File: src/rtl/usb_rx_pkt_ctrl_if.sv
// ---------------------------------------------------------------------------
// usb_rx_pkt_ctrl_if
//   Bundles everything the packet controller sees and drives, apart from
//   clock and reset.
//   master : upstream and host side. Drives the receiver inputs, fifo_full
//            and status_ack. Observes the FIFO write port and the status
//            record.
//   slave  : the packet controller.
//   Receiver inputs : rcving, w_enable, r_error, rcv_data[7:0]
//   FIFO            : fifo_full (in), fifo_wr, fifo_wdata[7:0], fifo_flush (out)
//   Status record   : status_ack (in), pkt_valid, pkt_pid[3:0],
//                     pkt_len[LEN_W-1:0], pkt_err[3:0] (out)
//   Misc            : busy, missed_cnt[3:0] (out)
// ---------------------------------------------------------------------------
interface usb_rx_pkt_ctrl_if #(
  parameter int LEN_W = 7
) ();
  logic             rcving;
  logic             w_enable;
  logic             r_error;
  logic [7:0]       rcv_data;
  logic             fifo_full;
  logic             status_ack;
  logic             fifo_wr;
  logic [7:0]       fifo_wdata;
  logic             fifo_flush;
  logic             pkt_valid;
  logic [3:0]       pkt_pid;
  logic [LEN_W-1:0] pkt_len;
  logic [3:0]       pkt_err;
  logic             busy;
  logic [3:0]       missed_cnt;

  modport master (
    output rcving, w_enable, r_error, rcv_data, fifo_full, status_ack,
    input  fifo_wr, fifo_wdata, fifo_flush, pkt_valid, pkt_pid, pkt_len,
           pkt_err, busy, missed_cnt
  );

  modport slave (
    input  rcving, w_enable, r_error, rcv_data, fifo_full, status_ack,
    output fifo_wr, fifo_wdata, fifo_flush, pkt_valid, pkt_pid, pkt_len,
           pkt_err, busy, missed_cnt
  );
endinterface

File: src/rtl/usb_rx_pkt_ctrl.sv
// ---------------------------------------------------------------------------
// usb_rx_pkt_ctrl
//   Packet-level controller for the USB receiver.
//   - The first byte of each packet is the PID. Every later byte is data and
//     is streamed into the RX FIFO.
//   - Tracks four packet errors: a bad or missing PID, a receiver error,
//     a length overflow and a FIFO overflow.
//   - At the end of each packet, loads a status record (pid/len/err) and
//     holds it until the host acknowledges it. If the packet had any error,
//     pulses fifo_flush.
//   Ports:
//     clk  : clock. All logic runs on the rising edge.
//     rst  : synchronous active-high reset.
//     bus  : usb_rx_pkt_ctrl_if.slave. Carries the receiver inputs, the FIFO
//            write port and the status record.
// ---------------------------------------------------------------------------
module usb_rx_pkt_ctrl #(
  parameter int MAX_BYTES = 64,
  parameter int LEN_W     = 7
) (
  input  logic             clk,
  input  logic             rst,
  usb_rx_pkt_ctrl_if.slave bus
);

  localparam logic [LEN_W-1:0] MAX_LEN = LEN_W'(MAX_BYTES);

  typedef enum logic [2:0] {
    ST_IDLE,
    ST_PID,
    ST_DATA,
    ST_CHECK,
    ST_REPORT
  } state_t;

  state_t           state_reg, state_next;
  logic             rcving_q_reg;
  logic [LEN_W-1:0] cnt_reg, cnt_next;
  logic [3:0]       err_reg, err_next;
  logic [3:0]       pid_reg, pid_next;
  logic             wr_reg, wr_next;
  logic [7:0]       wdata_reg, wdata_next;
  logic [3:0]       pkt_pid_reg, pkt_pid_next;
  logic [LEN_W-1:0] pkt_len_reg, pkt_len_next;
  logic [3:0]       pkt_err_reg, pkt_err_next;
  logic [3:0]       missed_reg, missed_next;
  logic             flush;
  logic             rise, fall;

  assign rise = bus.rcving & ~rcving_q_reg;
  assign fall = ~bus.rcving & rcving_q_reg;

  always_ff @(posedge clk) begin
    if (rst) begin
      state_reg    <= ST_IDLE;
      rcving_q_reg <= 1'b0;
      cnt_reg      <= '0;
      err_reg      <= '0;
      pid_reg      <= '0;
      wr_reg       <= 1'b0;
      wdata_reg    <= '0;
      pkt_pid_reg  <= '0;
      pkt_len_reg  <= '0;
      pkt_err_reg  <= '0;
      missed_reg   <= '0;
    end else begin
      state_reg    <= state_next;
      rcving_q_reg <= bus.rcving;
      cnt_reg      <= cnt_next;
      err_reg      <= err_next;
      pid_reg      <= pid_next;
      wr_reg       <= wr_next;
      wdata_reg    <= wdata_next;
      pkt_pid_reg  <= pkt_pid_next;
      pkt_len_reg  <= pkt_len_next;
      pkt_err_reg  <= pkt_err_next;
      missed_reg   <= missed_next;
    end
  end

  always_comb begin
    state_next   = state_reg;
    cnt_next     = cnt_reg;
    err_next     = err_reg;
    pid_next     = pid_reg;
    wr_next      = 1'b0;
    wdata_next   = wdata_reg;
    pkt_pid_next = pkt_pid_reg;
    pkt_len_next = pkt_len_reg;
    pkt_err_next = pkt_err_reg;
    missed_next  = missed_reg;
    flush        = 1'b0;

    case (state_reg)
      ST_IDLE: begin
        // Only a fresh rising edge starts a packet. If rcving is already high
        // when we return here, the rest of that packet is ignored.
        if (rise) begin
          state_next = ST_PID;
          cnt_next   = '0;
          err_next   = '0;
          pid_next   = '0;
        end
      end

      ST_PID: begin
        if (bus.r_error) err_next[1] = 1'b1;
        if (bus.w_enable) begin
          pid_next = bus.rcv_data[3:0];
          // A valid PID carries its own ones' complement in the upper nibble.
          if (bus.rcv_data[3:0] != ~bus.rcv_data[7:4]) err_next[0] = 1'b1;
          state_next = fall ? ST_CHECK : ST_DATA;
        end else if (fall) begin
          err_next[0] = 1'b1;
          pid_next    = '0;
          state_next  = ST_CHECK;
        end
      end

      ST_DATA: begin
        if (bus.r_error) err_next[1] = 1'b1;
        // A byte arriving together with the fall is still handled before
        // the packet closes.
        if (bus.w_enable) begin
          if (cnt_reg == MAX_LEN) begin
            err_next[2] = 1'b1;
          end else if (bus.fifo_full) begin
            err_next[3] = 1'b1;
          end else begin
            wr_next    = 1'b1;
            wdata_next = bus.rcv_data;
            cnt_next   = cnt_reg + 1'b1;
          end
        end
        if (fall) state_next = ST_CHECK;
      end

      ST_CHECK: begin
        pkt_pid_next = pid_reg;
        pkt_len_next = cnt_reg;
        pkt_err_next = err_reg;
        flush        = |err_reg;
        state_next   = ST_REPORT;
      end

      ST_REPORT: begin
        // A packet that starts while the status record is still unread is
        // lost. Count it, and never write its bytes.
        if (rise && missed_reg != 4'd15) missed_next = missed_reg + 4'd1;
        if (bus.status_ack) state_next = ST_IDLE;
      end

      default: state_next = ST_IDLE;
    endcase
  end

  assign bus.fifo_wr    = wr_reg;
  assign bus.fifo_wdata = wdata_reg;
  assign bus.fifo_flush = flush;
  assign bus.pkt_valid  = (state_reg == ST_REPORT);
  assign bus.pkt_pid    = pkt_pid_reg;
  assign bus.pkt_len    = pkt_len_reg;
  assign bus.pkt_err    = pkt_err_reg;
  assign bus.busy       = (state_reg != ST_IDLE);
  assign bus.missed_cnt = missed_reg;

endmodule

File: src/flat_wrapper.sv
// flat-port wrapper written by rule: the top's interface ports become plain ports
module usb_rx_pkt_ctrl_flat 
#(
  parameter int MAX_BYTES = 64,
  parameter int LEN_W     = 7
)
  (clk, rst, bus_rcving, bus_w_enable, bus_r_error, bus_rcv_data, bus_fifo_full, bus_status_ack, bus_fifo_wr, bus_fifo_wdata, bus_fifo_flush, bus_pkt_valid, bus_pkt_pid, bus_pkt_len, bus_pkt_err, bus_busy, bus_missed_cnt);
  usb_rx_pkt_ctrl_if #(.LEN_W(LEN_W)) bus_i ();
  input  logic clk;
  input  logic rst;
  input wire logic [$bits(bus_i.rcving)-1:0] bus_rcving;
  input wire logic [$bits(bus_i.w_enable)-1:0] bus_w_enable;
  input wire logic [$bits(bus_i.r_error)-1:0] bus_r_error;
  input wire logic [$bits(bus_i.rcv_data)-1:0] bus_rcv_data;
  input wire logic [$bits(bus_i.fifo_full)-1:0] bus_fifo_full;
  input wire logic [$bits(bus_i.status_ack)-1:0] bus_status_ack;
  output wire logic [$bits(bus_i.fifo_wr)-1:0] bus_fifo_wr;
  output wire logic [$bits(bus_i.fifo_wdata)-1:0] bus_fifo_wdata;
  output wire logic [$bits(bus_i.fifo_flush)-1:0] bus_fifo_flush;
  output wire logic [$bits(bus_i.pkt_valid)-1:0] bus_pkt_valid;
  output wire logic [$bits(bus_i.pkt_pid)-1:0] bus_pkt_pid;
  output wire logic [$bits(bus_i.pkt_len)-1:0] bus_pkt_len;
  output wire logic [$bits(bus_i.pkt_err)-1:0] bus_pkt_err;
  output wire logic [$bits(bus_i.busy)-1:0] bus_busy;
  output wire logic [$bits(bus_i.missed_cnt)-1:0] bus_missed_cnt;
  assign bus_i.rcving = bus_rcving;
  assign bus_i.w_enable = bus_w_enable;
  assign bus_i.r_error = bus_r_error;
  assign bus_i.rcv_data = bus_rcv_data;
  assign bus_i.fifo_full = bus_fifo_full;
  assign bus_i.status_ack = bus_status_ack;
  assign bus_fifo_wr = bus_i.fifo_wr;
  assign bus_fifo_wdata = bus_i.fifo_wdata;
  assign bus_fifo_flush = bus_i.fifo_flush;
  assign bus_pkt_valid = bus_i.pkt_valid;
  assign bus_pkt_pid = bus_i.pkt_pid;
  assign bus_pkt_len = bus_i.pkt_len;
  assign bus_pkt_err = bus_i.pkt_err;
  assign bus_busy = bus_i.busy;
  assign bus_missed_cnt = bus_i.missed_cnt;
  usb_rx_pkt_ctrl #(.MAX_BYTES(MAX_BYTES), .LEN_W(LEN_W)) u_core (.clk(clk), .rst(rst), .bus(bus_i));
endmodule
File: config.mk
export PLATFORM = sky130hd
export DESIGN_NAME = usb_rx_pkt_ctrl_flat
export DESIGN_NICKNAME = d
export VERILOG_FILES = /design/src/rtl/usb_rx_pkt_ctrl_if.sv /design/src/rtl/usb_rx_pkt_ctrl.sv /design/src/flat_wrapper.sv
export SDC_FILE = /design/constraint.sdc
export NUM_CORES = 1
export LEC_CHECK = 0
export BUFFER_PORTS_ARGS = -buffer_cell sky130_fd_sc_hd__buf_2
export CORE_ASPECT_RATIO = 1.1
export CORE_UTILIZATION = 28
export CTS_CLUSTER_DIAMETER = 120
export DETAILED_ROUTE_END_ITERATION = 16
export PLACE_DENSITY = 0.55
export SYNTH_ARGS = -nofsm -noshare
export SYNTH_HDL_FRONTEND = slang
export SYNTH_SLANG_ARGS = --single-unit
export TNS_END_PERCENT = 10
File: constraint.sdc
create_clock -name clk -period 3.34 [get_ports clk]
set_clock_uncertainty 0.1 [all_clocks]
set_input_delay 0.501 -clock clk [delete_from_list [all_inputs] [get_ports clk]]
set_output_delay 0.501 -clock clk [all_outputs]
set_load 0.03 [all_outputs]
Word-level counts from Yosys, hierarchy flattened

Index checks and enable logic that the tools add are counted.

Register bits after elaboration: 47
Bits of input ports: 15

Add/subtract/negate cells: 2
Equality and inequality tests: 17
Bitwise gates (word level): 9
Reductions and logical operators: 18
Multiplexer cells: 28

Operators with widths:

| cell                | number |
|---|---|
| $mux 7              | 4 |
| $pmux 3 s5          | 1 |
| $pmux 7 s2          | 1 |
| $mux 3              | 4 |
| $mux 4              | 3 |
| $reduce_and 4->1    | 3 |
| $mux 1              | 10 |
| $ne 2x2->1 const B  | 5 |
| $reduce_and 5->1    | 2 |
| $pmux 4 s2          | 1 |
| $reduce_or 4->1     | 2 |
| $add 7x1->7 const B | 1 |
| $eq 7x7->1 const B  | 1 |
| $eq 3x2->1 const B  | 2 |
| $ne 2x1->1 const B  | 3 |
| $ne 3x2->1 const B  | 2 |
| $not 1->1           | 6 |
| $reduce_and 3->1    | 2 |
| $reduce_bool 2->1   | 3 |
| $add 4x1->4 const B | 1 |
| $ne 4x4->1          | 1 |
| $ne 4x4->1 const B  | 1 |
| $not 4->4           | 1 |
| $pmux 1 s2          | 2 |
| 10 further kinds    | 12 |

Logic depth before layout (Yosys ltp)

Gate-level depths: netlist (run 1).

Depth in word-level cells: 5
Mapped depth: 6
Gate-level depth less buffers: 5

Least setup slack after synthesis (run 1)

Ideal clock, no wire load.

Path kind: reg-to-output
Start point: reg u_core.state_reg[1]
End point: out bus_fifo_flush
Slack: 1187 ps
Required time: 2739 ps
Stages on the path, launching flop included: 5
Arrival: 1552 ps
Cell sequence: dfxtp_1 clkbuf_1 nand3b_1 clkbuf_1 nor2_1

Longest elaborated chain between the ends: 2

RTL lines:

| element                | RTL line              | RTL |
|---|---|---|
| start, declared        | usb_rx_pkt_ctrl.sv:36 | `state_t state_reg, state_next;` |
| start signal, assigned | usb_rx_pkt_ctrl.sv:67 | `state_reg <= state_next;` |
| $eq 3x2->1             | usb_rx_pkt_ctrl.sv:94 | `case (state_reg)` |
| $mux 1                 | usb_rx_pkt_ctrl.sv:94 |  |
| end, declared          | flat_wrapper.sv:19    | `output wire logic [$bits(bus_i.fifo_flush)-1:0] bus_fifo_flush;` |

Every way passes these cells.

Worst setup path in the final report (run 1)

Start point: reg u_core.state_reg[1]
End point: reg u_core.cnt_reg[4]

Longest elaborated chain between the ends: 3
Elaborated cells between the ends (all ways): 9

RTL lines:

| element                                                   | RTL line              | RTL |
|---|---|---|
| $eq 3x2->1 / $logic_not 3->1 (equally long branches)      | usb_rx_pkt_ctrl.sv:94 |  |
| $ne 2x2->1 (no source line), or another cell as far along | -                     |  |
| $reduce_and 5->1 (no source line)                         | -                     |  |
| end signal, assigned                                      | usb_rx_pkt_ctrl.sv:69 | `cnt_reg <= cnt_next;` |
| end, declared                                             | usb_rx_pkt_ctrl.sv:38 | `logic [LEN_W-1:0] cnt_reg, cnt_next;` |

Several ways; a longest one is shown, not always the timed one.
A chain may end at the register's enable or synchronous reset.

==> results.md, run 1 <==
- FFs w/ async S/R, synth: 0%
- Drc violations: 0
- Antenna diodes: 0
- Fin crit share: 70.8%
- Ys flop type: dfxtp_1
- TritonCTS clock tree: built
- Final #Nets: 298
- GR Overflow Total: 0
- Crit Path Max Fanout: 16
- Row cnt: 31
- Final HPWL DP: 3330 um
- Worst path arrival time: 2.48 ns
- Register bit total from synthesis: 47
- Later-pin clock latency in the skew report: 0.30 ns
- DRT iter0 DRCs: 82
- DP Cell Count: 355
- Final hold vios: 0
- Initial Util: 29.6%
- PD cells: 442 nW/um2
- Max incr delay on CP: 0.71 ns
- Antenna Violating Nets Remaining: 0
- Worst ir drop on vdd: 0.000193 V
- Worst-Margin Slew: 0.867 ns
- Layout cells sized above 1: 19.9%
- Critical-path cell list: or3b_4, a311oi_2, a21oi_1, a311oi_1
- CP required: 3.45 ns
- Worst Setup Start Kind: register
- Critical setup path kind: reg2reg
- Mapped Nets: 258
- Status: finished clean
- Number of placed I/O pins: 46
- Number of global-route vias before repair: 1,604
- Layout Utilization: 35.2%
- GRT Overall Usage: 13.6%
- Leakage: 0.936 nW
- Num CTS Buffers: 5
- Core area: 6710 um2
- Post-synth EDFFs: 0
- Average cell area after synthesis: 8.27 um2
- Max clock buf depth: 2
- Max reg flops: 8
- Placer Congestion: 0.754
- Hold buffer count at CTS: 0
- Initial antenna violation count: 0
- Post-synthesis cell count: 240
- H-tree level count: 2
- Clock Sink Count: 47
- Vias: 1,817
- IO buf count: 45
- Endpoint class of the critical path: register
- Max Slew Vio Count: 0
- Layout filler cell count: 727
- DRT Wirelength: 4680 um
- Post CTS Setup Buffer Count: 0
- Clock Pin Slew Worst Setup and Hold Paths: 0.08 ns
- Seq/Total Area, Yosys: 47.4%
- Hold WC Path Type: in2reg
- Max stage delay cell, worst path: a311oi_2
- Largest net degree at the start of global routing: 27
- Vias/cell: 5.01
- Chip height: 90.3 um
- Die area: 7430 um2
- Area grow syn2layout: 18.9%
- Die span in x: 82.3 um
- Finished Layout Cells: 363
- Final TNS setup: 0 ns
- Final worst path period need: 2.36 ns
- Peak Freq: 0.423 GHz
- Post-DR wirelength/cell: 12.9 um
- RSZ-0062 raised after global routing: false
- Post-Syn Area: 1980 um2
- Clock Root Buffer: clkbuf_8
- Detailed Routing Iterations Pass 1: 4
- Max cap viols: 0
- Synth warnings: 0
- # setup viols final: 0
- CTS resizes: 0
- Synth unique cells: 38
- Global-route wire length before repair: 7740 um
- Worst slew margin relative to its limit: 42.2%
-- logic make-up (layout without fill, tap and decap cells) --
kind of cell	Yosys count	in the layout	synth area share, %
compound gates	55	55	17.2
mux	1	1	0.504
buf+inv	17	58	3.72
xor+xnor	8	8	3.53
fa+ha+maj	3	3	1.89
flops	47	47	47.4
simple gates	109	109	25.7
-- power by group --
group	internal [mW]	total (mW)	leakage, nW	switching [mW]
Combinational	0.0364	0.0966	0.508	0.0602
Sequential	0.571	0.586	0.380	0.0145
Clock	0.170	0.360	0.0484	0.191
-- final cells by class --
type / instances / area (um2) / share of cell area (%)
Clock buffer: 7 / 86.3 / 3.66
Clock inverter: 1 / 8.76 / 0.371
Inverter: 3 / 11.3 / 0.477
Multi-Input combinational cell: 176 / 970 / 41.1
Sequential cell: 47 / 941 / 39.9
Tap cell: 82 / 103 / 4.35
Timing Repair Buffer: 47 / 240 / 10.2
-- routing by layer --
metal / vias to the layer above / global-route usage, % / share of wire (%)
li1: 910 / - / -
met1: 849 / 19.3 / 49
met2: 51 / 19.3 / 43
met3: 7 / 3.84 / 6.7
met4: 0 / 4.53 / 1.3
met5: - / 0 / 0
-- worst max-delay path: cells and delay by family, from the launching register on --
family | cells | cell delay [ns]
simple gates | 1 | 0.46
compound gates | 3 | 1.11
flops | 1 | 0.61
-- cells in the final DEF (no fill, tap or decap), types with 4 or more instances in the layout --
cell type  count
and3_1         4
buf_2         45
clkbuf_8       6
a31oi_1        4
a21oi_1       29
xor2_1         6
nand3_1       13
o21a_1         4
dfxtp_1       47
a22oi_1        4
nor2b_1        5
o21ai_0        5
nand2_1       51
nor2_1        16
-- cell usage after synthesis (2+ instances only) --
| master | count | area (um2) |
|---|---|---|
| clkbuf_1 | 11 | 41.3 |
| xor2_1 | 6 | 52.6 |
| or3_1 | 2 | 12.5 |
| nor2_1 | 16 | 60.1 |
| buf_2 | 2 | 10.0 |
| nor2b_1 | 5 | 31.3 |
| ha_1 | 3 | 37.5 |
| xnor2_1 | 2 | 17.5 |
| and3_1 | 4 | 25.0 |
| o21a_1 | 4 | 30.0 |
| a311oi_1 | 2 | 17.5 |
| a22oi_1 | 4 | 30.0 |
| nand2b_1 | 3 | 18.8 |
| nand3_1 | 13 | 65.1 |
| dfxtp_1 | 47 | 941 |
| nor4_1 | 2 | 12.5 |
| a21oi_1 | 29 | 145 |
| nand3b_1 | 3 | 22.5 |
| nor3_1 | 2 | 10.0 |
| o21ai_0 | 5 | 25.0 |
| nand2_1 | 51 | 191 |
| inv_1 | 3 | 11.3 |
| nand4_1 | 2 | 12.5 |
| nor3b_1 | 2 | 15.0 |
| a31oi_1 | 4 | 25.0 |
-- per-stage QoR --
stage	hold slack (ns)	cell area [um2]	total power, mW	setup slack, ns
after CTS	0.338	2360	1.06	0.947
after floorplan	0.332	1980	0.664	1.19
after global placement	0.341	2260	0.697	0.984
final	0.350	2360	1.04	0.976
after detailed placement	0.344	2260	0.696	0.962
after global routing	0.347	2360	1.09	0.833
-- worst paths after layout --
| kind | start | end | slack [ns] | cells past startpoint |
|---|---|---|---|---|
| worst min-delay path | bus_r_error | u_core.err_reg[1] | 0.35 | 2 |
| worst max register to register | u_core.state_reg[1] | u_core.cnt_reg[4] | 0.98 | 4 |
| worst min register to register | u_core.bus.pkt_len[4] | u_core.bus.pkt_len[4] | 0.35 | 2 |
| worst max-delay path | u_core.state_reg[1] | u_core.cnt_reg[4] | 0.98 | 4 |
Power figures use the tool's default switching activity.
==> run 2, diff against run 1 <==
==> constraint.sdc (replaced) <==
create_clock -name clk -period 2.3 [get_ports clk]
set_clock_uncertainty 0.1 [all_clocks]
set_input_delay 0.345 -clock clk [delete_from_list [all_inputs] [get_ports clk]]
set_output_delay 0.345 -clock clk [all_outputs]
set_load 0.03 [all_outputs]
==> run 2 against run 1 <==
Critical path depth down 2. Non-clock buffer count up 6. Power grew 47%. Highest routed layer unchanged. Worst hold slack got worse by 0.16 ns. Critical endpoint is now bus_pkt_valid. Worst setup slack worse by 0.76 ns.
==> results.md, run 2 (synthesized netlist as in run 1, its figures left out) <==
- Layout Utilization: 35.8% (was 35.2%)
- Hold WC Path Type: in2reg (unchanged)
- Max Slew Vio Count: 0 (unchanged)
- Min setup slack post-route: 0.213 ns (was 0.976 ns)
- DRT Wirelength: 4790 um (was 4680 um)
- Most frequent cells in the layout: 51 x nand2_1, 47 x dfxtp_1, 45 x buf_2, 29 x a21oi_1, 16 x nor2_1 (unchanged)
- Detailed Routing Iterations Pass 1: 4 (unchanged)
- Layout cells sized above 1: 21.6% (was 19.9%)
- DRT iter0 DRCs: 127 (was 82)
- GRT Overall Usage: 13.7% (was 13.6%)
- CTS resizes: 0 (unchanged)
- Logic pwr share: 10.0% (was 9.3%)
- Fin crit share: 90.7%
- Core area: 6710 um2 (unchanged)
- CP required: 1.86 ns (was 3.45 ns)
- Largest net degree at the start of global routing: 23 (was 27)
- GR Layer Usage met1: 19.0% (was 19.3%)
- Num CTS Buffers: 5 (unchanged)
- Number of placed I/O pins: 46 (unchanged)
- # setup viols final: 0 (unchanged)
- Vias/cell: 4.90 (was 5.01)
- Die span in x: 82.3 um (unchanged)
- Drc violations: 0 (unchanged)
- Later-pin clock latency in the skew report: 0.31 ns (was 0.30 ns)
- Sw Share: 26.0% (was 25.4%)
- Worst reg-to-reg setup slack: 0.37 ns (was 0.98 ns)
- Worst slew margin relative to its limit: 58.8% (was 42.2%)
- Switch Pwr: 399 uW (was 265 uW)
- Pint: 1.14 mW (was 778 uW)
- H-tree level count: 2 (unchanged)
- Row cnt: 31 (unchanged)
- PD cells: 639 nW/um2 (was 442 nW/um2)
- RSZ-0062 raised after global routing: false (unchanged)
- Worst-Margin Slew: 0.619 ns (was 0.867 ns)
- Chip height: 90.3 um (unchanged)
- Max cap viols: 0 (unchanged)
- Hold buffer count at CTS: 0 (unchanged)
- GR Overflow Total: 0 (unchanged)
- Final HPWL DP: 3340 um (was 3330 um)
- Clock Pin Slew Worst Setup and Hold Paths: 0.09 ns (was 0.08 ns)
- Worst path arrival time: 1.64 ns (was 2.48 ns)
- Final hold vios: 0 (unchanged)
- Antenna diodes: 0 (unchanged)
- Seq pwr share: 55.2% (was 56.2%)
- Endpoint class of the critical path: primary output (was register)
- TritonCTS clock tree: built (unchanged)
- Initial Util: 29.6% (unchanged)
- Antenna Violating Nets Remaining: 0 (unchanged)
- Number of global-route vias before repair: 1,657 (was 1,604)
- Clock Root Buffer: clkbuf_8 (unchanged)
- Post-DR wirelength/cell: 13.0 um (was 12.9 um)
- Max clock buf depth: 2 (unchanged)
- Global-route wire length before repair: 7880 um (was 7740 um)
- Status: finished clean (unchanged)
- Pre-CTS WS: 0.376 ns (was 0.962 ns)
- Final TNS setup: 0 ns (unchanged)
- Clock Sink Count: 47 (unchanged)
- Max reg flops: 8 (unchanged)
- Placer Congestion: 0.806 (was 0.754)
- Worst Setup Start Kind: register (unchanged)
- Final worst path period need: 2.09 ns
- Vias: 1,807 (was 1,817)
- Die area: 7430 um2 (unchanged)
- Peak Freq: 0.479 GHz
- IO buf count: 45 (unchanged)
- Commonest non-fill, non-tap cell in the layout: nand2_1 (unchanged)
- GR Layer Usage met2: 19.9% (was 19.3%)
- Leakage: 0.966 nW (was 0.936 nW)
- Initial antenna violation count: 0 (unchanged)
- Routing usage on met3: 4.04% (was 3.84%)
- Clock power frac: 34.8% (was 34.6%)
- Overall Power: 1.54 mW (was 1.04 mW)
- Hold Slack: 0.188 ns (was 0.350 ns)
- Post CTS Setup Buffer Count: 0 (unchanged)
- Worst ir drop on vdd: 0.000301 V (was 0.000193 V)
- Critical setup path kind: reg2out (was reg2reg)
- GR peak layer: met2 (was met1)
- Area grow syn2layout: 21.2% (was 18.9%)
- Final #Nets: 304 (was 298)
- Crit Path Max Fanout: 10 (was 16)
[run 2: cell types whose count changed in the layout (fill, tap and decap cells not counted)]
cell,change
buf_4,+6
[run 2: worst max-delay path: stages, from the launching register on]
cell and delay (ns):
dfxtp_1 0.49, nor3b_1 0.55, buf_2 0.31
[run 2: power groups by stage]
stage	registers (mW)	logic, mW	clock network [mW]
after CTS	0.847	0.156	0.552
after detailed placement	0.866	0.155	0
after global routing	0.850	0.172	0.583
after global placement	0.866	0.154	0
final	0.847	0.154	0.535
after floorplan	0.864	0.0999	0
[run 2: stage by stage]
step                      std cells  instance area, um2
final                           369                2400
after global routing            369                2400
after CTS                       369                2400
after detailed placement        361                2310
after global placement          361                2310
after floorplan                 240                1980
[run 2: layout make-up]
| cell class | count | area (um2) |
|---|---|---|
| timing repair buffer | 53 | 285 |
| tap | 82 | 103 |
| clock buffer | 7 | 86.3 |
| multi-input combinational | 176 | 970 |
| clock inverter | 1 | 8.76 |
| fill | 731 | 4310 |
| inverter | 3 | 11.3 |
| sequential | 47 | 941 |
[run 2: final timing paths]
check | startpoint | end | depth (start not counted)
min reg2reg | u_core.bus.pkt_len[0] | u_core.bus.pkt_len[0] | 2
max | u_core.state_reg[2] | bus_pkt_valid | 2
max reg2reg | u_core.state_reg[0] | u_core.bus.fifo_wdata[5] | 5
min | bus_r_error | u_core.err_reg[1] | 2
[run 2: metal layers]
layer	wire (um)	part of all wire, %
met1	2280	48
met4	56	1.2
met2	2100	44
met5	0	0
met3	353	7.4
==> run 3, diff against run 2 <==
--- a/config.mk
+++ b/config.mk
@@ -8,7 +8,8 @@
 export BUFFER_PORTS_ARGS = -buffer_cell sky130_fd_sc_hd__buf_2
 export CORE_ASPECT_RATIO = 1.1
 export CORE_UTILIZATION = 28
-export CTS_CLUSTER_DIAMETER = 120
+export CTS_BUF_LIST = sky130_fd_sc_hd__clkbuf_8
+export CTS_CLUSTER_DIAMETER = 200
 export DETAILED_ROUTE_END_ITERATION = 16
 export PLACE_DENSITY = 0.55
 export SYNTH_ARGS = -nofsm -noshare
==> run 3 against run 2 <==
Fmax grew 0.13%. Register-to-register slack is essentially flat. Sequential power is essentially flat. Sequential share of layout area is the same. Worst hold slack is essentially flat. Cell count is the same.
==> results.md, run 3 (synthesized netlist as in run 1, its figures left out) <==
- Worst Setup Start Kind: register (unchanged)
- Max cap viols: 0 (unchanged)
- Reg2reg end: u_core.bus.fifo_wdata[5] (unchanged)
- Row cnt: 31 (unchanged)
- DRT iter0 DRCs: 127 (unchanged)
- Status: finished clean (unchanged)
- Hold buffer count at CTS: 0 (unchanged)
- Drc violations: 0 (unchanged)
- Layout filler cell count: 731 (unchanged)
- Post CTS Setup Buffer Count: 0 (unchanged)
- Vias: 1,813 (was 1,807)
- Clock Sink Count: 47 (unchanged)
- Core area: 6710 um2 (unchanged)
- GR Layer Usage met2: 19.9% (unchanged)
- Antenna diodes: 0 (unchanged)
- GR Layer Usage met1: 19.0% (unchanged)
- Worst slew margin relative to its limit: 58.8% (unchanged)
- R2r worst-path depth: 5 (unchanged)
- Routing usage on met3: 4.04% (unchanged)
- Antenna Violating Nets Remaining: 0 (unchanged)
- Final worst path period need: 2.08 ns (was 2.09 ns)
- # setup viols final: 0 (unchanged)
- Peak Freq: 0.480 GHz (was 0.479 GHz)
- IO buf count: 45 (unchanged)
- Leakage: 0.970 nW (was 0.966 nW)
- Worst ir drop on vdd: 0.000300 V (was 0.000301 V)
- Overall Power: 1.53 mW (was 1.54 mW)
- Final hold vios: 0 (unchanged)
- Clock Pin Slew Worst Setup and Hold Paths: 0.09 ns (about the same)
- Hold WC Path Type: in2reg (unchanged)
- Global-route wire length before repair: 7880 um (unchanged)
- Clock Root Buffer: clkbuf_8 (unchanged)
- Max reg flops: 8 (unchanged)
- Placer Congestion: 0.806 (unchanged)
- Area grow syn2layout: 21.2% (unchanged)
- Commonest non-fill, non-tap cell in the layout: nand2_1 (unchanged)
- Critical setup path kind: reg2out (unchanged)
- Num CTS Buffers: 5 (unchanged)
- Chip height: 90.3 um (unchanged)
- Die span in x: 82.3 um (unchanged)
- GR peak layer: met2 (unchanged)
- TritonCTS clock tree: built (unchanged)
- Worst reg-to-reg setup slack: 0.37 ns (about the same)
- Crit Path Max Fanout: 10 (unchanged)
- Fin crit share: 90.6% (was 90.7%)
- GR Overflow Total: 0 (unchanged)
- PD cells: 637 nW/um2 (was 639 nW/um2)
- CP Launch Point: u_core.state_reg[2] (unchanged)
- Final HPWL DP: 3340 um (unchanged)
- Worst R2R Start: u_core.state_reg[0] (unchanged)
- Final #Nets: 304 (unchanged)
- DRT Wirelength: 4790 um (about the same)
- Final TNS setup: 0 ns (unchanged)
- GRT Overall Usage: 13.7% (unchanged)
- Most frequent cells in the layout: 51 x nand2_1, 47 x dfxtp_1, 45 x buf_2, 29 x a21oi_1, 16 x nor2_1 (unchanged)
- Number of global-route vias before repair: 1,657 (unchanged)
- Post-DR wirelength/cell: 13.0 um (about the same)
- Vias/cell: 4.91 (was 4.90)
- Initial antenna violation count: 0 (unchanged)
- DP Area: 2310 um2 (unchanged)
- H-tree level count: 2 (unchanged)
- Largest net degree at the start of global routing: 23 (unchanged)
- Number of placed I/O pins: 46 (unchanged)
- CP required: 1.86 ns (about the same)
- Final Cell Area: 2400 um2 (unchanged)
- Worst path arrival time: 1.64 ns (about the same)
- Detailed Routing Iterations Pass 1: 4 (unchanged)
- Die area: 7430 um2 (unchanged)
- Endpoint class of the critical path: primary output (unchanged)
- RSZ-0062 raised after global routing: false (unchanged)
- Worst Setup EP: bus_pkt_valid (unchanged)
- Layout cells sized above 1: 21.6% (unchanged)
- Initial Util: 29.6% (unchanged)
- CTS resizes: 0 (unchanged)
- Max clock buf depth: 2 (unchanged)
- Later-pin clock latency in the skew report: 0.31 ns (about the same)
- Max Slew Vio Count: 0 (unchanged)
- Layout Utilization: 35.8% (unchanged)
- Worst-Margin Slew: 0.619 ns (about the same)
## run 3: worst min path at each step
stage                        startpoint                       end  slack [ns]  cells past startpoint
4_1_cts                 bus_rcv_data[6]  u_core.bus.fifo_wdata[6]        0.19                      3
2_1_floorplan         u_core.pid_reg[0]     u_core.bus.pkt_pid[0]        0.33                      2
5_1_grt                 bus_rcv_data[1]  u_core.bus.fifo_wdata[1]        0.20                      3
3_3_place_gp      u_core.bus.pkt_pid[2]     u_core.bus.pkt_pid[2]        0.34                      2
6_report                    bus_r_error         u_core.err_reg[1]        0.19                      2
3_5_place_dp   u_core.bus.fifo_wdata[7]  u_core.bus.fifo_wdata[7]        0.34                      2
## run 3: per-stage QoR
stage	worst slack, ns	hold slack (ns)	std cells
global route	0.0802	0.202	369
finish	0.216	0.188	369
detailed placement	0.376	0.344	361
floorplan	0.172	0.332	240
global placement	0.392	0.339	361
CTS	0.202	0.189	369
## run 3: final cells by class
type	instances	area, um2	share of cell area [%]
sequential	47	941	39.1
multi-input combinational	176	970	40.3
clock buffer	6	82.6	3.43
tap	82	103	4.27
inverter	3	11.3	0.468
clock inverter	2	12.5	0.520
timing repair buffer	53	285	11.9
## run 3: metal layers
| layer | share of wire [%] | vias to the layer above |
|---|---|---|
| met5 | 0 | - |
| met4 | 1.2 | 0 |
| met3 | 7.3 | 7 |
| met2 | 44 | 53 |
| met1 | 48 | 829 |
| li1 | - | 924 |
## run 3: where the power goes
part	internal [mW]	leakage [nW]	switching [mW]
Sequential	0.830	0.380	0.0173
Combinational	0.0604	0.538	0.0937
Clock	0.242	0.0526	0.287
## run 3: worst max-delay path, stage by stage, from the launching register on
cell	delay, ns
dfxtp_1	0.49
nor3b_1	0.54
buf_2	0.31
